===== config.mk =====
export PLATFORM = sky130hd
export DESIGN_NAME = digit_scan_ctrl
export DESIGN_NICKNAME = d
export VERILOG_FILES = /design/src/rtl/scan_pkg.sv /design/src/rtl/scan_next_sel.sv /design/src/rtl/digit_scan_ctrl.sv
export SDC_FILE = /design/constraint.sdc
export NUM_CORES = 1
export LEC_CHECK = 0
export CORE_MARGIN = 2
export CORE_UTILIZATION = 60
export DETAILED_ROUTE_END_ITERATION = 16
export GPL_ROUTABILITY_DRIVEN = 0
export PLACE_DENSITY = 0.87
export SLEW_MARGIN = 10
export SYNTH_ARGS = -nofsm -noshare
export SYNTH_HDL_FRONTEND = slang
export SYNTH_SLANG_ARGS = --single-unit

===== constraint.sdc =====
create_clock -name clk -period 7.7 [get_ports clk]
set_input_delay 1.155 -clock clk [delete_from_list [all_inputs] [get_ports clk]]
set_output_delay 1.155 -clock clk [all_outputs]
set_load 0.03 [all_outputs]

===== src/rtl/scan_pkg.sv =====
// Shared definitions for the digit scan controller.
//   state_t     : scan FSM states
//   NIBBLE_W    : width of one display digit code
//   idx_width   : select width for a given digit count
//   cnt_width   : width of the dwell/blank counter
package scan_pkg;

  localparam int NIBBLE_W = 4;

  typedef enum logic [1:0] {
    IDLE  = 2'd0,
    BLANK = 2'd1,
    SHOW  = 2'd2
  } state_t;

  function automatic int idx_width(int n);
    return (n < 2) ? 1 : $clog2(n);
  endfunction

  // The counter must be able to hold the larger of the two dwell lengths.
  function automatic int cnt_width(int tick_div, int blank_cycles);
    int m;
    m = (tick_div > blank_cycles) ? tick_div : blank_cycles;
    return $clog2(m + 1);
  endfunction

endpackage


===== src/rtl/scan_next_sel.sv =====
// Rotating priority search for the next enabled digit.
// Ports:
//   cur  : current digit index (search starts at cur+1, modulo NUM_DIGITS)
//   mask : enabled-digit mask
//   next : first enabled index after cur (cur itself if it is the only one)
//   wrap : search went past the top index (next <= cur)
//   none : mask is all zero; next/wrap are meaningless
module scan_next_sel
  import scan_pkg::*;
#(
  parameter int NUM_DIGITS = 6,
  localparam int SEL_W = idx_width(NUM_DIGITS)
) (
  input  logic [SEL_W-1:0]      cur,
  input  logic [NUM_DIGITS-1:0] mask,
  output logic [SEL_W-1:0]      next,
  output logic                  wrap,
  output logic                  none
);

  logic                  found;
  int                    idx;
  logic [NUM_DIGITS-1:0] shifted;

  always_comb begin
    next    = cur;
    found   = 1'b0;
    idx     = 0;
    shifted = '0;
    none    = (mask == '0);
    // k runs to NUM_DIGITS so a lone enabled digit finds itself.
    for (int k = 1; k <= NUM_DIGITS; k++) begin
      idx     = (int'(cur) + k) % NUM_DIGITS;
      shifted = mask >> idx;
      if (!found && shifted[0]) begin
        found = 1'b1;
        next  = SEL_W'(idx);
      end
    end
    wrap = found && (next <= cur);
  end

endmodule


===== src/rtl/digit_scan_ctrl.sv =====
// Time-multiplexed scan controller for a multi-digit display. Drives the
// select code and enable of a downstream one-hot decoder, plus the nibble for
// the active digit, inserting a blanking gap between digits.
// Ports:
//   clk, rst    : clock (rising edge), async active-high reset
//   run         : 1 = scan, 0 = stop and blank
//   digit_mask  : bit i enables digit i
//   digits_in   : nibble i at [4i+3:4i]
//   sel, en     : decoder select and enable (en high only while showing)
//   digit_out   : nibble of the shown digit, captured on SHOW entry
//   frame_done  : one-cycle pulse when the scan wraps back to a lower index
//
// state | meaning
// IDLE  | not scanning, en low, sel/digit_out hold
// BLANK | en low for BLANK_CYCLES before showing the digit at sel
// SHOW  | en high for TICK_DIV cycles with digit_out latched
module digit_scan_ctrl
  import scan_pkg::*;
#(
  parameter int NUM_DIGITS   = 6,
  parameter int TICK_DIV     = 1000,
  parameter int BLANK_CYCLES = 2,
  localparam int SEL_W = idx_width(NUM_DIGITS),
  localparam int CNT_W = cnt_width(TICK_DIV, BLANK_CYCLES)
) (
  input  logic                           clk,
  input  logic                           rst,
  input  logic                           run,
  input  logic [NUM_DIGITS-1:0]          digit_mask,
  input  logic [NIBBLE_W*NUM_DIGITS-1:0] digits_in,
  output logic [SEL_W-1:0]               sel,
  output logic                           en,
  output logic [NIBBLE_W-1:0]            digit_out,
  output logic                           frame_done
);

  state_t                         state, state_d;
  logic [CNT_W-1:0]               cnt, cnt_d;
  logic [SEL_W-1:0]               sel_d, search_cur, next_sel;
  logic                           en_d, frame_done_d, wrap, none;
  logic [NIBBLE_W-1:0]            digit_d;
  logic [NIBBLE_W*NUM_DIGITS-1:0] nib_shifted;

  // From IDLE the search starts just past the top index, which yields the
  // lowest enabled digit; afterwards it starts from the current digit.
  assign search_cur = (state == IDLE) ? SEL_W'(NUM_DIGITS - 1) : sel;

  scan_next_sel #(.NUM_DIGITS(NUM_DIGITS)) u_next_sel (
    .cur  (search_cur),
    .mask (digit_mask),
    .next (next_sel),
    .wrap (wrap),
    .none (none)
  );

  assign nib_shifted = digits_in >> (NIBBLE_W * int'(sel));

  always_ff @(posedge clk or posedge rst) begin
    if (rst) begin
      state      <= IDLE;
      cnt        <= '0;
      sel        <= '0;
      en         <= 1'b0;
      digit_out  <= '0;
      frame_done <= 1'b0;
    end else begin
      state      <= state_d;
      cnt        <= cnt_d;
      sel        <= sel_d;
      en         <= en_d;
      digit_out  <= digit_d;
      frame_done <= frame_done_d;
    end
  end

  always_comb begin
    state_d      = state;
    cnt_d        = cnt;
    sel_d        = sel;
    en_d         = 1'b0;
    digit_d      = digit_out;
    frame_done_d = 1'b0;
    if (!run) begin
      state_d = IDLE;
      cnt_d   = '0;
    end else begin
      case (state)
        IDLE: begin
          if (!none) begin
            sel_d   = next_sel;
            cnt_d   = '0;
            state_d = BLANK;
          end
        end
        BLANK: begin
          if (cnt == CNT_W'(BLANK_CYCLES - 1)) begin
            state_d = SHOW;
            en_d    = 1'b1;
            digit_d = nib_shifted[NIBBLE_W-1:0];
            cnt_d   = '0;
          end else begin
            cnt_d = cnt + 1'b1;
          end
        end
        SHOW: begin
          en_d = 1'b1;
          if (cnt == CNT_W'(TICK_DIV - 1)) begin
            en_d  = 1'b0;
            cnt_d = '0;
            // Mask is only consulted here, so a digit masked mid-dwell
            // still finishes its full dwell.
            if (none) begin
              state_d = IDLE;
            end else begin
              sel_d        = next_sel;
              state_d      = BLANK;
              frame_done_d = wrap;
            end
          end else begin
            cnt_d = cnt + 1'b1;
          end
        end
        default: begin
          state_d = IDLE;
          cnt_d   = '0;
        end
      endcase
    end
  end

endmodule

## After elaboration in Yosys (flattened, before gate mapping)

Cells that the tools add are included.

| storage, ports and cells | value |
|---|---|
| register bits after elaboration | 21 |
| output and inout bits | 9 |
| word-level logic and storage cells | 87 |

| cells by class | value |
|---|---|
| shift operators | 7 |
| order comparisons | 1 |
| add/sub/neg operators | 7 |
| multiplexer cells | 35 |
| eq/ne operators | 8 |
| div/mod/pow operators | 6 |
| reduce and logical (&&, ||, !) cells | 17 |

Operators by type and width:

| cell | number |
|---|---|
| 32-bit by 4-bit modulo with 32-bit output (second input constant) | 6 |
| 6-bit by 32-bit right shift with 1-bit output | 6 |
| 10-bit two-way mux | 4 |
| 10-bit case mux with 3 select lines | 1 |
| 3-bit two-way mux | 9 |
| 24-bit by 5-bit right shift with 4-bit output | 1 |
| 1-bit two-way mux | 14 |
| 3-bit by 3-bit adder with 4-bit output (second input constant) | 3 |
| 10-bit by 1-bit adder with 10-bit output (second input constant) | 1 |
| 10-bit by 1-bit equality test with 1-bit output (second input constant) | 1 |
| 10-bit equality test (second input constant) | 1 |
| 3-bit != test (second input constant) | 3 |
| 3-bit AND reduction | 3 |
| 3-bit by 2-bit adder with 4-bit output (second input constant) | 2 |
| 2-bit two-way mux | 4 |
| 1-bit logical AND | 6 |
| 6-bit zero test | 1 |
| 2-bit case mux with 3 select lines | 1 |
| 3-bit case mux with 2 select lines | 1 |
| 1-bit zero test | 5 |
| 3-bit by 1-bit adder with 4-bit output (second input constant) | 1 |
| 3-bit less-or-equal comparator | 1 |
| 2-bit by 1-bit equality test with 1-bit output (second input constant) | 1 |
| 2-bit equality test (second input constant) | 1 |
| 4 further kinds | 4 |

## Depth between registers and ports, before layout

Gate-level depths: netlist of run 1.

| logic depth | value |
|---|---|
| depth in word-level cells | 27 |
| depth in mapped cells | 28 |
| gate-level depth less buffers | 25 |

## By module

From an unflattened synthesis of run 1, not the netlist that was laid out.

| second synthesis, totals | value |
|---|---|
| cells, all modules | 318 |
| area, all modules | 2,798.9 µm² |

By module, submodules not included:

| module | seq. area each (µm²) | area each (µm²) | times used | cells each |
|---|---|---|---|---|
| scan_next_sel | 0.0 | 1,435.1 | 1 | 182 |
| digit_scan_ctrl | 525.5 | 1,363.8 | 1 | 136 |

## Worst setup path before layout of run 1

OpenSTA, ideal clock, no wires.

| timing | value |
|---|---|
| path kind | register to register |
| start | register sel[1] |
| end | register frame_done |
| arrival | 4.932 ns |
| cell stages (with the launch flop) | 24 |
| path slack | 2.686 ns |
| library setup time | 0.082 ns |
| cell sequence | dfrtp_1 > clkbuf_2 > nor2b_1 > ha_1 > buf_6 > or3b_4 > and2_4 > buf_6 > ha_1 > nor2b_1 > o211a_1 > or3_1 > and2_1 > o211ai_1 > nand2_1 > a311oi_1 > nor3_2 > ha_1 > a21o_1 > a21oi_1 > a31oi_1 > nor3_1 > nand2_1 > a31oi_1 |

| between the ends | value |
|---|---|
| word-level cells in the longest chain between the ends | 26 |
| elaborated cells on any way between the ends | 47 |

RTL lines:

| element | line | text |
|---|---|---|
| start, declared | digit_scan_ctrl.sv:31 | `output logic [SEL_W-1:0] sel,` |
| start signal, assigned | digit_scan_ctrl.sv:69 | `sel <= sel_d;` |
| 3-bit two-way mux * | digit_scan_ctrl.sv:46 | `assign search_cur = (state == IDLE) ? SEL_W'(NUM_DIGITS - 1) : sel;` |
| 3-bit by 1-bit adder with 4-bit output | scan_next_sel.sv:33 | `idx = (int'(cur) + k) % NUM_DIGITS;` |
| 32-bit by 4-bit modulo with 32-bit output | scan_next_sel.sv:33 |  |
| 6-bit by 32-bit right shift with 1-bit output | scan_next_sel.sv:34 | `shifted = mask >> idx;` |
| 1-bit two-way mux | scan_next_sel.sv:35 | `if (!found && shifted[0]) begin` |
| 1-bit zero test | scan_next_sel.sv:35 |  |
| 1-bit logical AND | scan_next_sel.sv:35 |  |
| 1-bit two-way mux | scan_next_sel.sv:35 |  |
| [... 12 more ...] | - |  |
| via next_sel[1] | digit_scan_ctrl.sv:39 | `logic [SEL_W-1:0] sel_d, search_cur, next_sel;` |
| 3-bit less-or-equal comparator * | scan_next_sel.sv:40 | `wrap = found && (next <= cur);` |
| 1-bit logical AND * | scan_next_sel.sv:40 |  |
| 1-bit two-way mux * | digit_scan_ctrl.sv:112 | `if (none) begin` |
| 1-bit two-way mux * | digit_scan_ctrl.sv:107 | `if (cnt == CNT_W'(TICK_DIV - 1)) begin` |
| 1-bit two-way mux * | digit_scan_ctrl.sv:87 | `case (state)` |
| 1-bit two-way mux * | digit_scan_ctrl.sv:83 | `if (!run) begin` |
| via frame_done_d | digit_scan_ctrl.sv:40 | `logic en_d, frame_done_d, wrap, none;` |
| end signal, assigned | digit_scan_ctrl.sv:72 | `frame_done <= frame_done_d;` |
| end, declared | digit_scan_ctrl.sv:34 | `output logic frame_done` |

Mark *: on every way through the listed nets, which the timed path passes. The rest lies on a longest branch.
A chain may end at the register's enable or synchronous reset.

## Worst setup path after layout of run 1

| timing | value |
|---|---|
| start | register state[0] |
| end | register frame_done |

| between the ends | value |
|---|---|
| word-level cells in the longest chain between the ends | 27 |
| elaborated cells on any way between the ends | 49 |

RTL lines:

| element | line | text |
|---|---|---|
| start, declared | digit_scan_ctrl.sv:37 | `state_t state, state_d;` |
| start signal, assigned | digit_scan_ctrl.sv:67 | `state <= state_d;` |
| 2-bit zero test * | digit_scan_ctrl.sv:46 |  |
| 3-bit two-way mux * | digit_scan_ctrl.sv:46 |  |
| 3-bit by 1-bit adder with 4-bit output | scan_next_sel.sv:33 |  |
| 32-bit by 4-bit modulo with 32-bit output | scan_next_sel.sv:33 |  |
| 6-bit by 32-bit right shift with 1-bit output | scan_next_sel.sv:34 |  |
| 1-bit two-way mux | scan_next_sel.sv:35 |  |
| 1-bit zero test | scan_next_sel.sv:35 |  |
| 1-bit logical AND | scan_next_sel.sv:35 |  |
| [... 13 more ...] | - |  |
| via next_sel[1] | digit_scan_ctrl.sv:39 |  |
| 3-bit less-or-equal comparator * | scan_next_sel.sv:40 |  |
| 1-bit logical AND * | scan_next_sel.sv:40 |  |
| 1-bit two-way mux * | digit_scan_ctrl.sv:112 |  |
| 1-bit two-way mux * | digit_scan_ctrl.sv:107 |  |
| 1-bit two-way mux * | digit_scan_ctrl.sv:87 |  |
| 1-bit two-way mux * | digit_scan_ctrl.sv:83 |  |
| via frame_done_d | digit_scan_ctrl.sv:40 |  |

Marks and branches as above.

==> impl_metrics.ini, run 1 <==
[worst_hold_path]
min_path_cells = 1
holdPathEnd = cnt[9]
hold_class = reg -> reg
hp-start = cnt[9]

[routing]
drtIter0Drc = 230
vias_per_cell = 6.64
dr.pass1.iters = 6
ant_nets = 0
drcViolationCount = 0
post_drt_wl_per_cell_um = 17.7
vias = 2820
drt-total-wl_mm = 7.51

[clock_tree]
htreeDepth = 1
cts_setup_buffers = 0
cts_made_buffers = 3
ctsResizeCount = 0
worst_setup_hold_path_clk_slew_ns = 0.08
clockBufferDepth = 2
clock-sinks = 21
root_buffer = clkbuf_8
cts.hold.buffers_added = 0
worstSkewPairLatency_ns = 0.27
cts_tree = yes

[floorplanning]
core_area_um2 = 4440
io_pins = 42
fp-row-count = 24
die_h_um = 72.6
dieArea_um2 = 5270
initial_core_util_pct = 63.5
die_width_um = 72.6

[global_routing]
grt_overflow = 0
grt_pass1_vias = 2614
grt_max_degree = 22
grtUsageTotal_pct = 29.1
grt_antenna_before_repair = 0
grt_pass1_wl_mm = 12.3

[final_layout]
final_nets = 435
fin_cells = 425
seqCellArea_um2 = 526
fillerInstances = 345
syn2layout_area_growth_pct = 15.6
final_util_pct = 73.4
layout-drive-gt1-share_pct = 8.31
multi_input_area_um2 = 2130
num_antenna_cells = 0

[timing]
rsz0062_at_grt = no
slew_violations = 0
skew_ns = 0.00780
max_freq_mhz = 165
setup_viol = 0
post-route-min-period_ns = 6.07
hold_ws_ns = 0.518
tightest_slew_ns = 0.792
finalHoldViolCount = 0
relSlewSlack_pct = 47.1
timing.final.crit_share_pct = 78.8
tns_ns = 0

[synthesis]
yosysSeqAreaShare_pct = 18.6
syn_area_per_cell_um2 = 8.27
yosysTopAreaCellShare_pct = 18.6
netlist_area_um2 = 2820
synth_fa_ha_area_share_pct = 12.4
synth_compound_area_share_pct = 25.6
synth_mux_area_share_pct = 12.9
ys.flop_type = dfrtp_1
synth_xor_area_share_pct = 1.55
async_flop_share_pct = 100
synth_top_family_by_area = compound AO/OA/AOI/OAI gates
synth_top_area_cell = dfrtp_1
synth_cell_type_count = 69
ys_top_cells_by_area = dfrtp_1 19%, ha_1 12%, mux2i_1 6.0%
ys_ff_latch = 21
netlist_instances = 341
synth_warnings = 0
yosys.area_share.simple_pct = 22.9
synth_edf_count = 0
syn_nets = 402

[setup_path]
cp-startpoint = state[0]
critPathArrivalTime_ns = 6.25
worst-setup-path-type = reg -> reg
critPathRequiredTime_ns = 7.88
crit_fanout = 17
setup.worst_path.end_class = flip-flop
cp-start-kind = flip-flop
r2r_slack_ns = 1.63
rr_startpoint = state[0]
r2r_cells = 22
r2r-end = frame_done

[place]
place_hpwl_mm = 5.79
numPlacedInstances = 421
portBuffers = 41

[run_status]
outcome = finished clean

[job]
cap_viol_max_count = 0
## layout by cell type (no fill, tap or decap), drive strengths merged, types with 3 or more instances in the layout
master,netlist,layout
a31oi,7,7
a21oi,11,11
xnor2,5,5
a211o,4,4
and3,7,7
o22ai,8,8
a211oi,4,4
and2,6,6
o31ai,6,6
nand2b,8,8
o211a,3,3
clkdlybuf4s50,0,41
a311oi,3,3
or3,6,6
nor3,9,9
mux4,4,4
o21ai,26,26
mux2i,18,18
nand3,11,11
ha,28,28
inv,22,22
o21a,3,3
nor4,5,5
clkbuf,5,3
nand2,34,34
dfrtp,21,21
nor2,15,15
or2,4,4
nor2b,9,9
o211ai,4,4
mux2,7,7
## per-stage QoR
| stage | area (µm²) | setup slack (ns) |
|---|---|---|
| 6_report | 3260 | 1.63 |
| 3_3_place_gp | 3210 | 2.07 |
| 3_5_place_dp | 3210 | 1.79 |
| 5_1_grt | 3260 | 1.23 |
| 4_1_cts | 3260 | 1.74 |
| 2_1_floorplan | 2820 | 2.69 |
## worst max-delay path: stages (launching register included)
cell      delay, ns
dfrtp_1        0.46
inv_1          0.11
ha_1           0.41
nor2b_1        0.63
ha_1           0.46
or3b_4         0.44
and2_4         0.19
ha_1           0.34
nor2b_1        0.06
o211a_1        0.22
nor4_2         0.41
mux2i_1        0.16
o211ai_1       0.51
nand2_1        0.10
a311oi_1       0.32
nor3_2         0.11
ha_1           0.30
a21o_1         0.16
a21oi_1        0.13
a31oi_1        0.05
nor3_1         0.14
nand2_1        0.09
a31oi_1        0.15
## cell families (layout without fill, tap and decap cells)
family                     after synthesis  count (layout)
buffers and inverters                   35              67
DFF                                     21              21
muxes                                   29              29
AOI/OAI and AO/OA                      101             101
adders and majority gates               28              28
xor gates and xnor gates                 5               5
and+or+nand+nor                        122             122
## synth_stat cells, types with 3 or more instances
cell type,n
nand2_1,34
mux2_4,3
a311oi_1,3
inv_1,19
o21ai_0,22
a31oi_1,7
mux2_2,4
ha_1,28
xnor2_1,5
mux4_2,4
nor3_1,8
o22ai_1,8
clkbuf_1,4
o211a_1,3
and2_1,4
o211ai_1,4
o31ai_1,5
inv_2,3
o21ai_1,3
nor2_1,15
dfrtp_1,21
buf_6,4
nor2b_1,9
a211o_1,4
nor4_1,4
buf_2,4
o21a_1,3
a21oi_1,11
nand2b_1,8
nand3_1,11
and3_1,7
or3_1,6
mux2i_1,17
## worst max-delay path by stage
stage	end	slack (ns)	cells past startpoint
floorplan	frame_done	2.69	23
global placement	frame_done	2.07	22
detailed placement	frame_done	1.79	22
CTS	frame_done	1.74	22
global route	frame_done	1.23	22
finish	frame_done	1.63	22
## area by class of cell
class | count | area share (%)
clock inverter | 1 | 0.230
multi-input combinational | 285 | 65.3
timing repair buffer | 41 | 12.6
sequential | 21 | 16.1
clock buffer | 3 | 1.27
tap | 52 | 2.00
inverter | 22 | 2.53
## layer usage
metal	part of all wire (%)	vias to the layer above	global-route usage [%]
met1	43	1327	39.3
met2	48	135	47.4
li1	-	1348	-
met5	0	-	0
met4	1.3	0	7.00
met3	8.4	10	6.77
## flip-flops by register name, summed over array words and instances (netlist names)
| signal | cells |
|---|---|
| state | 2 |
| frame_done | 1 |
| cnt | 10 |
| digit_out | 4 |
| en | 1 |
| sel | 3 |
Power of run 1 is left out: the tool's default activity adds up to more than one toggle a clock period on the data nets, which glitch-free logic cannot reach.
==> inputs of run 2 (changes only) <==
--- a/config.mk
+++ b/config.mk
@@ -6,10 +6,10 @@
 export NUM_CORES = 1
 export LEC_CHECK = 0
 export CORE_MARGIN = 2
-export CORE_UTILIZATION = 60
+export CORE_UTILIZATION = 50
 export DETAILED_ROUTE_END_ITERATION = 16
 export GPL_ROUTABILITY_DRIVEN = 0
-export PLACE_DENSITY = 0.87
+export PLACE_DENSITY = 0.78
 export SLEW_MARGIN = 10
 export SYNTH_ARGS = -nofsm -noshare
 export SYNTH_HDL_FRONTEND = slang
==> constraint.sdc (replaced) <==
create_clock -name clk -period 4.9 [get_ports clk]
set_input_delay 0.735 -clock clk [delete_from_list [all_inputs] [get_ports clk]]
set_output_delay 0.735 -clock clk [all_outputs]
set_load 0.03 [all_outputs]
==> impl_metrics.ini, run 2 (synthesized netlist as in run 1, its figures left out) <==
[run_status]
outcome = finished clean

[global_routing]
grt_pass1_wl_mm = 12.5
grt_overflow = 0
grt_max_degree = 22
grt_pass1_vias = 2706
grtUsageTotal_pct = 24.3
grt_antenna_before_repair = 0

[final_layout]
reg.largest.list = cnt: 10 flops, digit_out: 4 flops, sel: 3 flops
largest_register_ffs = 10
num_antenna_cells = 0
syn2layout_area_growth_pct = 32.6
fillerInstances = 433
final_common_cell = clkdlybuf4s50_1
multi_input_area_um2 = 2360
layout-drive-gt1-share_pct = 23.7
final_nets = 463
largest-register = cnt
seqCellArea_um2 = 526
final_cell_mix = 41 x clkdlybuf4s50_1, 31 x nand2_1, 26 x buf_4
fin_area_um2 = 3740

[timing]
tightest_slew_ns = 0.791
setup_viol = 0
setup_slack_ns = 0.163
post-route-min-period_ns = 4.74
finalHoldViolCount = 0
skew_ns = 0.00147
relSlewSlack_pct = 47.2
slew_violations = 0
tns_ns = 0
max_freq_mhz = 211
timing.final.crit_share_pct = 96.7

[job]
cap_viol_max_count = 0

[setup_path]
worst-setup-path-type = reg -> reg
r2r_cells = 23
cp-start-kind = flip-flop
crit_fanout = 6
critPathArrivalTime_ns = 4.92
critPathRequiredTime_ns = 5.08
setup.worst_path.end_class = flip-flop

[worst_hold_path]
min_path_cells = 1
hold_class = reg -> reg

[routing]
drt-total-wl_mm = 8.56
top_layer = met4
wl_met1_mm = 3.55
ant_nets = 0
drtIter0Drc = 272
post_drt_wl_per_cell_um = 18.1
dr.pass1.iters = 5
met2_length_mm = 4.28
dr_wl_met3_um = 498
drcViolationCount = 0
vias = 3000
vias_per_cell = 6.34

[floorplanning]
die_width_um = 79.1
core_area_um2 = 5470
dieArea_um2 = 6260
initial_core_util_pct = 51.6
die_h_um = 79.1
io_pins = 42
fp-row-count = 27

[clock_tree]
clock-sinks = 21
root_buffer = clkbuf_8
htreeDepth = 1
worst_setup_hold_path_clk_slew_ns = 0.08
clockBufferDepth = 2
cts_tree = yes
worstSkewPairLatency_ns = 0.25
cts_made_buffers = 3

[place]
dpl-instance-area_um2 = 3380
pre_cts_ws_ns = 0.0306
place_hpwl_mm = 5.97
portBuffers = 41
run 2: metal layers:
layer	vias to the layer above	track usage [%]
li1	1405	-
met1	1423	33.4
met2	147	42.1
met3	25	1.70
met4	0	4.83
met5	-	0
run 2: what timing repair did:
action	4_1_cts	5_1_grt
endpoints found under the setup margin	1	1
pin swaps	0	23
hold buffers	0	0
resized for setup	1	49
setup buffers	0	9
run 2: cell type report:
cell class,count,share of cell area (%)
multi-input cells,285,63.2
clock buffers,3,1.10
well taps,72,2.41
clock inverters,1,0.134
inverters,22,2.34
flip-flops and latches,21,14.0
repair buffers,69,16.8
run 2: final timing paths:
check,endpoint,slack (ns),start
worst min-delay path,digit_out[1],0.52,digit_out[1]
worst min register to register,digit_out[1],0.52,digit_out[1]
min in group asynchronous,sel[1],0.92,rst
max in group asynchronous,cnt[2],3.49,rst
worst max register to register,frame_done,0.16,state[0]
worst max-delay path,frame_done,0.16,state[0]
run 2: worst max-delay path, cell delays in order, from the launching register on:
cell and delay [ns]:
dfrtp_1 0.37, inv_2 0.07, ha_4 0.18, nor2b_4 0.21, ha_4 0.17, or3b_4 0.40, and2_4 0.21, ha_4 0.26
nand2b_4 0.14, nor3_1 0.37, or3_1 0.22, and2_1 0.22, o211ai_1 0.12, buf_4 0.19, nor3b_4 0.14, o21a_1 0.20
nor3_2 0.18, ha_1 0.27, a21o_1 0.19, a21oi_2 0.10, a31oi_1 0.05, nor3_1 0.19, nand2_1 0.07, a31oi_1 0.14
run 2: metrics by stage:
stage | cells | hold slack (ns) | util [%]
after global routing | 473 | 0.530 | 68.4
final | 473 | 0.520 | 68.4
after floorplan | 341 | 0.468 | -
after detailed placement | 460 | 0.507 | 61.8
after global placement | 460 | 0.486 | 61.8
after CTS | 464 | 0.524 | 62.7
Power of run 2 is left out for the same reason.
==> inputs of run 3 (changes only) <==
--- a/config.mk
+++ b/config.mk
@@ -5,6 +5,7 @@
 export SDC_FILE = /design/constraint.sdc
 export NUM_CORES = 1
 export LEC_CHECK = 0
+export CAP_MARGIN = 20
 export CORE_MARGIN = 2
 export CORE_UTILIZATION = 50
 export DETAILED_ROUTE_END_ITERATION = 16
==> results of run 3 <==
Final layout, timing and power as in run 2 (identical DEF).
Power of run 3 is left out for the same reason.
==> variant 1 (settings of run 2) <==
Make the reset (`rst`) synchronous in one clocked block. Comments in the files are not updated.
--- a/src/rtl/digit_scan_ctrl.sv
+++ b/src/rtl/digit_scan_ctrl.sv
@@ -57,3 +57,3 @@
 
-  always_ff @(posedge clk or posedge rst) begin
+  always_ff @(posedge clk) begin
     if (rst) begin
Behaviour: differs if rst is asserted again (counterexample within 4 cycles, from zero or initial values and one cycle with rst high); with rst held inactive, the same outputs for 4 cycles.
==> variant 1 against run 2 <==
  * The run now ends with setup timing left
  * Highest routed layer unchanged
  * Critical endpoint is now frame_done
  * Worst setup slack worse by 0.46 ns
  * Synthesized area shrank 3.8%
  * Cell area is 3.9% higher
  * Hold slack lost 0.0066 ns
  * Clock skew hardly changed
  * Routed wire length is 6.8% higher
  * Sequential cell count did not move
==> variant 1: results (changes against run 2) <==
* Vias per cell at 6.382 (was 6.342)
* Gate Count Post-Synth at 346 (was 341)
* First-pass GRT wire length at 12730 µm (was 12460 µm)
* Via count at 3172 (was 3000)
* Largest cells by area after synthesis: dfxtp_1, ha_1, mux2i_1, nor2_1, mux4_2 (was dfrtp_1, ha_1, mux2i_1, nand2_1, o21ai_0)
* Setup WS post-layout at -0.3017 ns (was 0.1627 ns)
* Detail Placement HPWL at 5957 µm (was 5967 µm)
* Net Count, Synth at 406 (was 402)
* Clk_skew at 0.001562 ns (was 0.001469 ns)
* Critical path's top delay family: compound AO/OA/AOI/OAI gates (was simple AND/OR/NAND/NOR gates)
* Fillers at 359 (was 433)
* CP peak stage delay at 0.57 ns (was 0.40 ns)
* Vias in the first global route at 2761 (was 2706)
* Nets at 488 (was 463)
* Worst-path fanout max at 5 (was 6)
* Final setup fails at 1 (was 0)
* Failing checks: setup timing
* Run status: complete, but fails checks (was complete, no violations)
* Post-synth cell types at 72 (was 69)
* DR iter-0 viols at 210 (was 272)
* Pin slew with the least headroom to its limit at 0.5988 ns (was 0.7912 ns)
* Place WS at -0.1647 ns (was 0.03063 ns)
* CP max-delay cell: a2111oi_1 (was or3b_4)
* Sequential share of the synthesized area at 15.49% (was 18.63%)
* Ratio of cells with drive above 1 in the final layout at 28.34% (was 23.69%)
* FFs w/ async S/R, synth at 0% (was 100.0%)
* Arr. time, crit path at 5.40 ns (was 4.92 ns)
* WL final at 9138 µm (was 8556 µm)
## variant 1: cell count changes in the layout (fill, tap and decap cells not counted), sizes merged, moves of 6 or more
| cell | change |
|---|---|
| dfxtp | +21 |
| nor2 | +26 |
| nand3b | +7 |
| o31ai | -6 |
| a211oi | +7 |
| dfrtp | -21 |
| a21oi | +6 |
| xor2 | +6 |
| buf | +22 |
| nand2 | -14 |
| o21ai | -11 |
## variant 1: stage by stage
step,area (µm²),TNS [ns],hold WS (ns)
after floorplan,2781,0,0.4940
after CTS,3517,0,0.5169
after detailed placement,3413,-0.1647,0.4984
after global placement,3413,-0.01485,0.4797
after global routing,3889,-0.4532,0.5666
final,3889,-0.3017,0.5135
## variant 1: cell families after synthesis
logic type | share of synthesized area [%]
buf+inv | 6.178
fa+ha+maj | 12.45
flops | 15.49
simple gates | 26.33
mux | 10.83
compound gates | 24.53
xor+xnor | 4.196
## variant 1: power breakdown
part	internal, mW	switching [mW]	leakage, nW
clock	0.0580	0.0541	0.0228
combinational	0.572	0.598	1.34
sequential	0.180	0.00827	0.171
## variant 1: final timing paths
| path | startpoint | to | slack [ns] | cells past startpoint |
|---|---|---|---|---|
| max reg2reg | state[1] | frame_done | -0.30 | 25 |
| min | digit_out[1] | digit_out[1] | 0.51 | 2 |
| min reg2reg | digit_out[1] | digit_out[1] | 0.51 | 2 |
| max | state[1] | frame_done | -0.30 | 25 |
## variant 1: per-layer routing
layer / vias up / routed length [µm] / global-route usage [%]
met4: 0 / 369 / 5.000
met5: - / 0 / 0
met1: 1474 / 3661 / 34.03
met3: 62 / 702 / 4.535
met2: 179 / 4405 / 43.28
li1: 1457 / - / -
## variant 1: layout make-up
type	instances	area, µm²	share of cell area (%)
multi-input cells	290	2432	62.55
repair buffers	91	819.5	21.07
flip-flops and latches	21	422.9	10.88
well taps	70	87.58	2.252
inverters	21	81.33	2.091
clock buffers	4	45.04	1.158
## variant 1: repair_timing
item	CTS	global route
pin swaps	2	25
gates resized for setup	8	55
endpoints found under the setup margin	1	1
buffers inserted	4	16
cloned	0	0
## variant 1: worst min-delay path: stages, from the launching register on
cell	delay, ns
dfxtp_1	0.33
mux2i_1	0.07
nor2_1	0.08
==> variant 2 (settings of run 2) <==
Without the edit above. The package constant `NIBBLE_W` goes from 4 to 5.
--- a/src/rtl/scan_pkg.sv
+++ b/src/rtl/scan_pkg.sv
@@ -7,3 +7,3 @@
 
-  localparam int NIBBLE_W = 4;
+  localparam int NIBBLE_W = 5;
 
Interface: changed (resized digit_out and digits_in); port bits go from 42 to 49. No check against the original RTL was run, so the function may have changed too.
==> variant 2 against run 2 <==
  * Fmax barely moved
  * Routed wire length rose by 0.42%
  * Synthesized cell count rose by 8.2%
  * First-iteration DRC count fell by 25%
  * Cell count rose by 9.3%
  * Clock skew rose by 0.0028 ns
  * Cell area rose by 9.9%
  * Worst setup slack got worse by 0.0021 ns
  * Sequential cell count rose by 1
  * Global-route usage rose by 0.78 points
  * Synthesized area rose by 7.5%
  * Critical endpoint unchanged
Power is left out: the tool's default activity adds up to more than one toggle a clock period on the data nets, which glitch-free logic cannot reach.
==> variant 2: results (changes against run 2) <==
* Clock Latency Late Sink at 0.26 ns
* Worst Reg2Reg Path Length in Cells at 25 (was 23)
* Hold slack at 0.4874 ns (was 0.5201 ns)
* CP peak stage delay at 0.40 ns (about the same)
* Synth top cells by count: nor2_1, ha_1, nand2_1 (was nand2_1, ha_1, o21ai_0)
* Placed Cells at 498 (was 460)
* Run status: complete, no violations (unchanged)
* Num rows at 28 (was 27)
* Fmax at 0.2110 GHz (was 0.2111 GHz)
* Detail Placement HPWL at 6462 µm (was 5967 µm)
* Yosys warnings at 0 (unchanged)
* Sequential share of the synthesized area at 18.15% (was 18.63%)
* Net Count, Synth at 436 (was 402)
* Xor and xnor fraction of the mapped netlist area at 2.599% (was 1.552%)
* Gate Count Post-Synth at 369 (was 341)
* Via count at 3226 (was 3000)
* Hold Startpoint: digit_out[0] (was digit_out[1])
* Final Non-Filler Cells at 517 (was 473)
* Post-synthesis mux area share at 10.40% (was 12.90%)
* Largest registers: cnt x10, digit_out x5, sel x3 (was cnt x10, digit_out x4, sel x3)
* Vias in the first global route at 2897 (was 2706)
* Nets at 510 (was 463)
* DR iter-0 viols at 205 (was 272)
* Clk_skew at 0.004309 ns (was 0.001469 ns)
* Arr. time, crit path at 4.94 ns (was 4.92 ns)
* Largest net degree at the start of global routing at 23 (was 22)
* Routed len/inst at 16.62 µm (was 18.09 µm)
* First-pass GRT wire length at 13410 µm (was 12460 µm)
* Hold path cells at 2 (was 1)
* Max Buffers Root-to-Sink at 2 (unchanged)
* Post-CTS resize count at 5 (was 1)
* Largest cells by area after synthesis: dfrtp_1, ha_1, mux4_2, mux2i_1, nor2_1 (was dfrtp_1, ha_1, mux2i_1, nand2_1, o21ai_0)
* Ratio of cells with drive above 1 in the final layout at 23.98% (was 23.69%)
* Place WS at -0.06324 ns (was 0.03063 ns)
* Global-route usage over all layers at 25.09% (was 24.32%)
* Max-slew headroom at 44.89% (was 47.20%)
* Post-CTS Setup Bufs at 2 (was 0)
* Synth Area in Compound Gates at 28.92% (was 25.63%)
* Critical Path Start: state[1] (was state[0])
* Post-Synth Adder-Cell Area at 11.55% (was 12.42%)
* Placement-stage cell area at 3704 µm² (was 3382 µm²)
* Hold Path End: digit_out[0] (was digit_out[1])
* Critical path's top delay family: compound AO/OA/AOI/OAI gates (was simple AND/OR/NAND/NOR gates)
* CP max-delay cell: dfrtp_1 (was or3b_4)
variant 2: cell types whose count changed after synthesis, moves of 4 or more:
| cell | change |
|---|---|
| nor2_1 | +15 |
| a211oi_1 | +4 |
| a21o_1 | +4 |
| inv_1 | -4 |
| a21oi_1 | +8 |
| a2111oi_0 | +4 |
| nand2_1 | -7 |
| mux2i_1 | -5 |
variant 2: per-layer routing:
| metal | track usage [%] | wire [µm] | up-vias |
|---|---|---|---|
| li1 | - | - | 1559 |
| met1 | 34.20 | 3825 | 1516 |
| met2 | 41.71 | 4027 | 133 |
| met3 | 3.407 | 603 | 18 |
| met4 | 6.667 | 136 | 0 |
| met5 | 0 | 0 | - |
variant 2: area by class of cell:
| type | count | area (µm²) |
|---|---|---|
| multi-input combinational | 312 | 2544 |
| clock buffer | 3 | 41.29 |
| timing repair buffer | 85 | 773.2 |
| clock inverter | 1 | 30.03 |
| sequential | 22 | 550.5 |
| fill | 435 | 1773 |
| tap | 75 | 93.84 |
| inverter | 19 | 80.08 |
